<file path="config.mk">
export PLATFORM = sky130hd
export DESIGN_NAME = cache_replacer
export DESIGN_NICKNAME = d
export VERILOG_FILES = /design/src/rtl/cache_replacer.sv
export SDC_FILE = /design/constraint.sdc
export NUM_CORES = 1
export LEC_CHECK = 0
export CORE_UTILIZATION = 55
export CTS_CLUSTER_SIZE = 30
export DETAILED_ROUTE_END_ITERATION = 6
export DONT_BUFFER_PORTS = 1
export PLACE_DENSITY = 0.7
export SYNTH_ARGS = -nofsm -noshare
export SYNTH_HDL_FRONTEND = slang
export SYNTH_SLANG_ARGS = --single-unit
</file>
<file path="constraint.sdc">
create_clock -name clk -period 5.6 [get_ports clk]
set_input_delay 1.4 -clock clk [delete_from_list [all_inputs] [get_ports clk]]
set_output_delay 1.4 -clock clk [all_outputs]
set_load 0.05 [all_outputs]
</file>
<file path="src/rtl/cache_replacer.sv">
// Per-set LRU/FIFO/random victim selector; victim response 1 cycle after an accepted request.
// req_ready drops only during the SET_COUNT-cycle flush; no response backpressure.
// Optional lock_mask port behind CACHE_REPLACER_LOCK_EN; SET_SIZE defaults to `CACHE_E (4 if undefined).
`ifndef CACHE_E
`define CACHE_E 4
`endif

module cache_replacer #(
  parameter int SET_COUNT = 16,
  parameter int SET_SIZE  = `CACHE_E,
  parameter int KEY_WIDTH = $clog2(SET_SIZE),
  parameter int SET_WIDTH = $clog2(SET_COUNT)
) (
  input  logic                 clk,
  input  logic                 resetn,
  input  logic [1:0]           mode,
  input  logic                 flush,
  input  logic                 req_valid,
  output logic                 req_ready,
  input  logic [SET_WIDTH-1:0] req_set,
  input  logic [SET_SIZE-1:0]  req_valid_mask,
  output logic                 resp_valid,
  output logic [SET_WIDTH-1:0] resp_set,
  output logic [KEY_WIDTH-1:0] resp_way,
  input  logic                 touch_valid,
  input  logic [SET_WIDTH-1:0] touch_set,
  input  logic [KEY_WIDTH-1:0] touch_way,
  input  logic                 touch_fill,
`ifdef CACHE_REPLACER_LOCK_EN
  input  logic [SET_SIZE-1:0]  lock_mask,
`endif
  output logic                 busy
);

  typedef enum logic {ST_IDLE, ST_FLUSH} state_e;

  state_e                 state_q;
  logic [SET_WIDTH-1:0]   cnt_q;
  logic                   busy_q;
  logic                   rdy_q;
  logic                   resp_valid_q;
  logic [SET_WIDTH-1:0]   resp_set_q;
  logic [KEY_WIDTH-1:0]   resp_way_q;
  logic [15:0]            lfsr_q;
  logic [15:0]            lfsr_d;
  logic [KEY_WIDTH-1:0]   rank_q [SET_COUNT][SET_SIZE];

  logic                   req_fire;
  logic                   inv_found;
  logic [KEY_WIDTH-1:0]   inv_way;
  logic [KEY_WIDTH-1:0]   old_way;
  logic [KEY_WIDTH-1:0]   rnd_way;
  logic [KEY_WIDTH-1:0]   victim_d;
  logic [KEY_WIDTH-1:0]   touch_rank;
  logic                   touch_upd;

  assign req_fire   = req_valid && rdy_q;
  assign req_ready  = rdy_q;
  assign busy       = busy_q;
  assign resp_valid = resp_valid_q;
  assign resp_set   = resp_set_q;
  assign resp_way   = resp_way_q;

  // Fibonacci LFSR, taps 16,14,13,11 (bits 15,13,12,10).
  assign lfsr_d = {lfsr_q[14:0], lfsr_q[15] ^ lfsr_q[13] ^ lfsr_q[12] ^ lfsr_q[10]};

  always_comb begin
    inv_found = 1'b0;
    inv_way   = '0;
    for (int w = SET_SIZE - 1; w >= 0; w--) begin
      if (!req_valid_mask[w]) begin
        inv_found = 1'b1;
        inv_way   = KEY_WIDTH'(w);
      end
    end
  end

`ifdef CACHE_REPLACER_LOCK_EN
  logic                 old_found;
  logic                 rnd_found;
  logic [KEY_WIDTH-1:0] best_rank;
  logic [KEY_WIDTH-1:0] cand;

  // Fully locked set falls back to way 0 through the defaults.
  always_comb begin
    old_found = 1'b0;
    old_way   = '0;
    best_rank = '0;
    rnd_found = 1'b0;
    rnd_way   = '0;
    cand      = '0;
    for (int w = 0; w < SET_SIZE; w++) begin
      if (!lock_mask[w] && (!old_found || rank_q[req_set][w] > best_rank)) begin
        old_found = 1'b1;
        old_way   = KEY_WIDTH'(w);
        best_rank = rank_q[req_set][w];
      end
    end
    for (int k = 0; k < SET_SIZE; k++) begin
      cand = lfsr_q[KEY_WIDTH-1:0] + KEY_WIDTH'(k);
      if (!rnd_found && !lock_mask[cand]) begin
        rnd_found = 1'b1;
        rnd_way   = cand;
      end
    end
  end
`else
  always_comb begin
    old_way = '0;
    for (int w = 0; w < SET_SIZE; w++) begin
      if (rank_q[req_set][w] == KEY_WIDTH'(SET_SIZE - 1)) begin
        old_way = KEY_WIDTH'(w);
      end
    end
    rnd_way = lfsr_q[KEY_WIDTH-1:0];
  end
`endif

  assign victim_d = inv_found          ? inv_way :
                    (mode == 2'd2)     ? rnd_way : old_way;

  assign touch_rank = rank_q[touch_set][touch_way];
  assign touch_upd  = touch_valid && (state_q == ST_IDLE) && ((mode != 2'd1) || touch_fill);

  always_ff @(posedge clk or negedge resetn) begin
    if (!resetn) begin
      state_q      <= ST_IDLE;
      cnt_q        <= '0;
      busy_q       <= 1'b0;
      rdy_q        <= 1'b0;
      resp_valid_q <= 1'b0;
      resp_set_q   <= '0;
      resp_way_q   <= '0;
    end else begin
      resp_valid_q <= req_fire;
      if (req_fire) begin
        resp_set_q <= req_set;
        resp_way_q <= victim_d;
      end
      case (state_q)
        ST_IDLE: begin
          if (flush) begin
            state_q <= ST_FLUSH;
            cnt_q   <= '0;
            busy_q  <= 1'b1;
            rdy_q   <= 1'b0;
          end else begin
            rdy_q   <= 1'b1;
          end
        end
        ST_FLUSH: begin
          cnt_q <= cnt_q + SET_WIDTH'(1);
          if (cnt_q == SET_WIDTH'(SET_COUNT - 1)) begin
            state_q <= ST_IDLE;
            busy_q  <= 1'b0;
            rdy_q   <= 1'b1;
          end
        end
        default: begin
          state_q <= ST_IDLE;
          busy_q  <= 1'b0;
          rdy_q   <= 1'b1;
        end
      endcase
    end
  end

  always_ff @(posedge clk or negedge resetn) begin
    if (!resetn) begin
      lfsr_q <= 16'hACE1;
    end else begin
      lfsr_q <= lfsr_d;
    end
  end

  // Ranks stay a permutation: only ways more recent than the touched one age by one.
  always_ff @(posedge clk or negedge resetn) begin
    if (!resetn) begin
      for (int s = 0; s < SET_COUNT; s++) begin
        for (int w = 0; w < SET_SIZE; w++) begin
          rank_q[s][w] <= KEY_WIDTH'(w);
        end
      end
    end else if (state_q == ST_FLUSH) begin
      for (int w = 0; w < SET_SIZE; w++) begin
        rank_q[cnt_q][w] <= KEY_WIDTH'(w);
      end
    end else if (touch_upd) begin
      for (int w = 0; w < SET_SIZE; w++) begin
        if (KEY_WIDTH'(w) == touch_way) begin
          rank_q[touch_set][w] <= '0;
        end else if (rank_q[touch_set][w] < touch_rank) begin
          rank_q[touch_set][w] <= rank_q[touch_set][w] + KEY_WIDTH'(1);
        end
      end
    end
  end

endmodule
</file>
---- Word level (Yosys, flattened, before mapping) ----
Cells that the tools add are included.
word-level totals
  input bits .............................. 22
  output and inout port bits .............. 9
  flip-flop bits (word level) ............. 158
  logic and storage cells ................. 201
operators by class
  $lt $le $gt $ge ......................... 10
  mux-type cells .......................... 69
  bitwise operators ....................... 25
  equality and inequality tests ........... 11
  reduce and logical (&&, ||, !) cells .... 9
  add/subtract/negate cells ............... 5
operators by type and width
  operator                                                    count
  two-way mux 128 bit                                         16
  bitwise AND 128 bit                                         5
  NOT 128 bit                                                 5
  bitwise mux 128 bit                                         4
  demux 8 bit (select 4 bit)                                  8
  bitwise AND 64 bit                                          2
  NOT 64 bit                                                  2
  OR 128 bit                                                  1
  OR 64 bit                                                   2
  binary-select mux 8 bit (select 4 bit)                      2
  two-way mux 8 bit                                           4
  two-way mux 2 bit                                           12
  two-way mux 6 bit                                           4
  >= comparator 5 bit, second input constant                  3
  NOT 4 -> 5 bit                                              3
  two-way mux 4 bit                                           3
  two-way mux 1 bit                                           11
  less-than comparator 5 x 1 -> 1 bit, second input constant  2
  adder 2 x 1 -> 2 bit, second input constant                 4
  equality test 2 bit, second input constant                  4
  less-than comparator 2 bit                                  4
  one-hot mux 4 bit (2 select lines)                          1
  one-hot mux 1 bit (2 select lines)                          3
  logical AND 1 bit                                           5
  other kinds (15)                                            19

---- Longest topological paths before layout ----
  depth after elaboration ................. 27
  mapped depth ............................ 18
  gate-level depth less buffers ........... 13

---- Least setup slack after synthesis ----
Ideal clock, no wire load.
  path type ............................... input-to-reg
  start ................................... input touch_set[0]
  end ..................................... register rank_q[23] (netlist bit)
  stages on the path ...................... 15
  required time ........................... 5.479 ns
  path buffers ............................ 6
  data arrival time ....................... 5.066 ns
  path slack .............................. 0.413 ns
  setup time .............................. 0.121 ns
  path through ............................ buf_6 -> buf_12 -> buf_6 -> buf_2 -> mux4_2 -> mux2_2 -> o21ai_0 -> o21ai_0 -> o21ai_0 -> ha_1 -> nand2b_1 -> buf_1 -> clkbuf_1 -> o311ai_0 -> a22o_1
on the way
  word-level cells in the longest chain between the ends .. 27
  elaborated cells on any way between the ends .. 51
  those cells by class .................... add/sub (4); order compare (6); mux (31); bitwise (9); reduce/logical (1)
RTL lines
  item                                                  line           RTL
  start: declaration                                    26             input logic [SET_WIDTH-1:0] touch_set,
  NOT 4 -> 5 bit (not written as such) (*)              n/a
  binary-select mux 8 bit (select 4 bit)                122, 192, 193
  two-way mux 8 bit (not written as such) (2 in a row)  192, 193
  binary-select mux 2 bit (select 2 bit)                122            assign touch_rank = rank_q[touch_set][touch_way];
  two-way mux 2 bit (not written as such) (2 in a row)  122
  less-than comparator 2 bit                            192            end else if (rank_q[touch_set][w] < touch_rank) begin
  two-way mux 128 bit                                   192
  two-way mux 128 bit                                   190            if (KEY_WIDTH'(w) == touch_way) begin
  (+9 left out)                                         n/a
  two-way mux 128 bit                                   190
  two-way mux 128 bit                                   188            end else if (touch_upd) begin
  two-way mux 128 bit                                   184            end else if (state_q == ST_FLUSH) begin
  bitwise mux 128 bit                                   193            rank_q[touch_set][w] <= rank_q[touch_set][w] + KEY_WIDTH'(1);
  two-way mux 128 bit                                   192
  two-way mux 128 bit (*)                               190
  two-way mux 128 bit (*)                               188
  two-way mux 128 bit (*)                               184
  end signal: indexed assignment                        181            rank_q[s][w] <= KEY_WIDTH'(w);
  end signal: indexed assignment                        186            rank_q[cnt_q][w] <= KEY_WIDTH'(w);
  end signal: indexed assignment                        193
  end: declaration                                      46             logic [KEY_WIDTH-1:0] rank_q [SET_COUNT][SET_SIZE];
Mark *: on every way between the ends. The rest lies on a longest branch, timed or not. The select of a mux whose other input is x is not followed.
A chain may end at the register's enable or synchronous reset.

---- Worst setup path in the final report ----
  start ................................... input touch_set[0]
  end ..................................... register rank_q[71] (netlist bit)
Same word-level chain as after synthesis.

==> impl_metrics.env <==
export IMPL_status="completed"
export IMPL_period_share_pct=79.34
export IMPL_rsz0062_at_grt="no"
export IMPL_netlist_top_cells_area="dfrtp_1 (22%), dfstp_2 (19%), mux4_2 (7.2%)"
export IMPL_synth_cells=972
export IMPL_post_synth_top_area_cell="dfrtp_1"
export IMPL_power_mw=5.073
export IMPL_io_pins=31
export IMPL_grt_start_max_net_pins=159
export IMPL_grt_pass1_wl_mm=48.91
export IMPL_netlist_area_mm2=0.009708
export IMPL_timing_rr_end="rank_q[71]"
export IMPL_first_iter_violations=1100
export IMPL_cts_buffers=17
export IMPL_viasPerCell=7.173
export IMPL_p_leak_nw=4.185
export IMPL_gr_total_overflow=0
export IMPL_wl_per_cell_um=26.90
export IMPL_num_antenna_cells=0
export IMPL_reg2reg_setup_slack_ns=1.77
export IMPL_synth_seq_area_share_pct=41.65
export IMPL_rr_startpoint="rank_q[47]"
export IMPL_path_cells="mux4_2 -> mux2_2 -> o21ai_0 -> o21ai_0 -> o21ai_0 -> buf_4 -> ha_1 -> o311ai_0 -> nand3_1 -> a22o_1"
export IMPL_slowest_delay_ns=0.70
export IMPL_ys_seq_elements=158
export IMPL_totalWireLength_mm=31.90
export IMPL_drive_gt1_share_pct=22.68
export IMPL_dpl_instance_area_mm2=0.009838
export IMPL_max_clock_freq_mhz=225.1
export IMPL_htreeDepth=4
export IMPL_cts_tree="yes"
export IMPL_grt_pass1_vias=8176
export IMPL_cts_resized=0
export IMPL_ant_nets=0
export IMPL_r2r_cells=10
export IMPL_final_hold_viol_count=0
export IMPL_clkTransAtPathRegs_ns=0.07
export IMPL_dp_slack_ns=0.8451
export IMPL_root_buffer="clkbuf_16"
export IMPL_drv_cap=0
export IMPL_dr_total_vias=8507
export IMPL_endpoint_kind="register"
export IMPL_dieWidth_um=134.9
export IMPL_synth_distinct_cells=77
export IMPL_relSlewSlack_pct=19.10
export IMPL_track_usage_pct=36.65
export IMPL_finalSetupTns_ns=0
export IMPL_tightestPinTransition_ns=1.204
export IMPL_crit_slowest_cell="o311ai_0"
export IMPL_drc=0
export IMPL_area_growth_pct=7.294
export IMPL_synth_edff_count=0
export IMPL_vdd_drop_max_mv=0.2870
export IMPL_post_synth_cell_area_avg_um2=9.988
export IMPL_portBuffers=0
export IMPL_critPathMaxFanout=55
export IMPL_async_reset_ff_share_pct=100.0
export IMPL_fin_crit_ns=4.443
export IMPL_cpMostUsedCell="o21ai_0"
export IMPL_critPathLaunchType="input pin"
export IMPL_finalMaxSlewViolations=0
export IMPL_dieArea_mm2=0.01819
export IMPL_hold_ws_ns=0.3583
export IMPL_clk_path_buf_depth=2
export IMPL_clk_latency_ns=0.44
export IMPL_holdPathEnd="lfsr_q[9]"
export IMPL_fp_row_count=48
export IMPL_core_mm2=0.01724
export IMPL_min_path_cells=0
export IMPL_antenna_found_initial=0
export IMPL_initial_core_util_pct=56.32
export IMPL_gp_congestion=0.9568
export IMPL_drtPass1Iterations=6
export IMPL_worstPathArrival_ns=4.77
export IMPL_fin_util_pct=60.43
export IMPL_cts_setup_buffers=0
export IMPL_place_inst=1154
export IMPL_die_y_um=134.9
export IMPL_fin_area_mm2=0.01042
export IMPL_fin_skew_ns=0.01135
export IMPL_holdCritStartpoint="lfsr_q[8]"
export IMPL_cts_sinks=158
export IMPL_dp_hpwl_mm=21.94
export IMPL_cts_hold_buf=0
export IMPL_ys_warn_count=0
export IMPL_synth_nets=1002
export IMPL_pwr_density_cell_mw_per_mm2=487.0
export IMPL_finalNonFillerCells=1186
export IMPL_ys_flop_type="dfrtp_1"
export IMPL_required_ns=5.92
export IMPL_nets=978
export IMPL_crit_type="input pin to register"
export IMPL_setup_viol=0
export IMPL_yosysTopAreaCellShare_pct=22.17
export IMPL_hold_class="register to register"
export IMPL_setup_ws_ns=1.157
-- power by group --
part           switching (mW)  internal, mW  leakage, nW
clock                   0.531         0.625        0.276
combinational            1.23         0.765         1.99
sequential              0.381          1.54         1.92
total                    2.15          2.93         4.18
-- flip-flops by register name, summed over array words and instances, names as in the netlist --
signal and count:
cnt_q 4, resp_set 4, req_ready 1, busy 1, resp_way 2, state_q 1, rank_q 128, resp_valid 1
lfsr_q 16
-- synth_stat cells, drive strengths merged (22+ instances only) --
master,n
a21oi,57
a22oi,28
buf,32
clkbuf,33
dfrtp,86
dfstp,72
inv,52
mux4,33
nand2,98
nand3,51
nor2,52
nor3,30
o211ai,25
o21ai,49
o22ai,22
-- logic make-up after synthesis --
logic type,synth area share [%]
buffers and inverters,5.516
AO/OA/AOI/OAI,25.07
adder cells (fa/ha/maj),1.031
XOR/XNOR,0.8119
flip-flops,41.65
multiplexers,11.19
AND/OR/NAND/NOR,14.73
-- routing by layer --
layer | up-vias | wire (um) | GRT usage (%) | share of wire, %
met5 | - | 39 | 0 | 0.12
met4 | 3 | 1809 | 22.03 | 5.7
met3 | 137 | 3668 | 9.722 | 11
met2 | 619 | 13730 | 52.81 | 43
met1 | 4089 | 12650 | 49.50 | 40
li1 | 3659 | - | - | -
-- worst max-delay path, delay by kind of cell --
kind	cells	cell delay, ns
AOI/OAI and AO/OA	5	1.66
adders and majority gates	1	0.46
buffers and inverters	1	0.19
muxes	2	0.78
and+or+nand+nor	1	0.24
-- cell type report --
| cell class | count | area (um2) |
|---|---|---|
| Fill cell | 1426 | 6820 |
| Sequential cell | 158 | 4045 |
| Clock inverter | 15 | 152.6 |
| Inverter | 52 | 195.2 |
| Timing Repair Buffer | 22 | 165.2 |
| Tap cell | 225 | 281.5 |
| Multi-Input combinational cell | 697 | 5151 |
| Clock buffer | 17 | 425.4 |
-- layout by cell type, fill, tap and decap left out, types with 4 or more instances in the layout --
master	count
nand2_1	98
dfrtp_1	85
dfstp_2	72
a21oi_1	57
inv_1	52
nand3_1	51
nor2_1	50
o21ai_0	43
mux4_2	31
nor3_1	29
a22oi_1	28
o211ai_1	25
o22ai_1	22
buf_4	22
mux2i_1	19
o31ai_1	19
o2bb2ai_1	19
a22o_1	17
clkbuf_16	17
a2bb2oi_1	16
mux2_2	12
and3_1	12
a311oi_2	11
nor2b_1	10
nand2b_1	9
ha_1	8
nor4_2	7
o21ai_1	6
a31oi_1	6
a221oi_1	6
xnor2_1	5
inv_6	5
xor2_1	4
and2_1	4
nand4_1	4
a211oi_2	4
a221oi_2	4
a2bb2oi_2	4
-- how the worst max path moves through the flow --
stage | cells after the start | slack, ns | to | startpoint
2_1_floorplan | 15 | 0.41 | rank_q[23] | touch_set[0]
3_3_place_gp | 10 | 0.87 | rank_q[71] | touch_set[0]
3_5_place_dp | 12 | 0.85 | rank_q[46] | touch_set[0]
4_1_cts | 10 | 1.30 | rank_q[71] | touch_set[0]
5_1_grt | 10 | 1.02 | rank_q[71] | touch_set[0]
6_report | 10 | 1.16 | rank_q[71] | touch_set[0]
No activity file was read; power rests on OpenSTA's default activity.
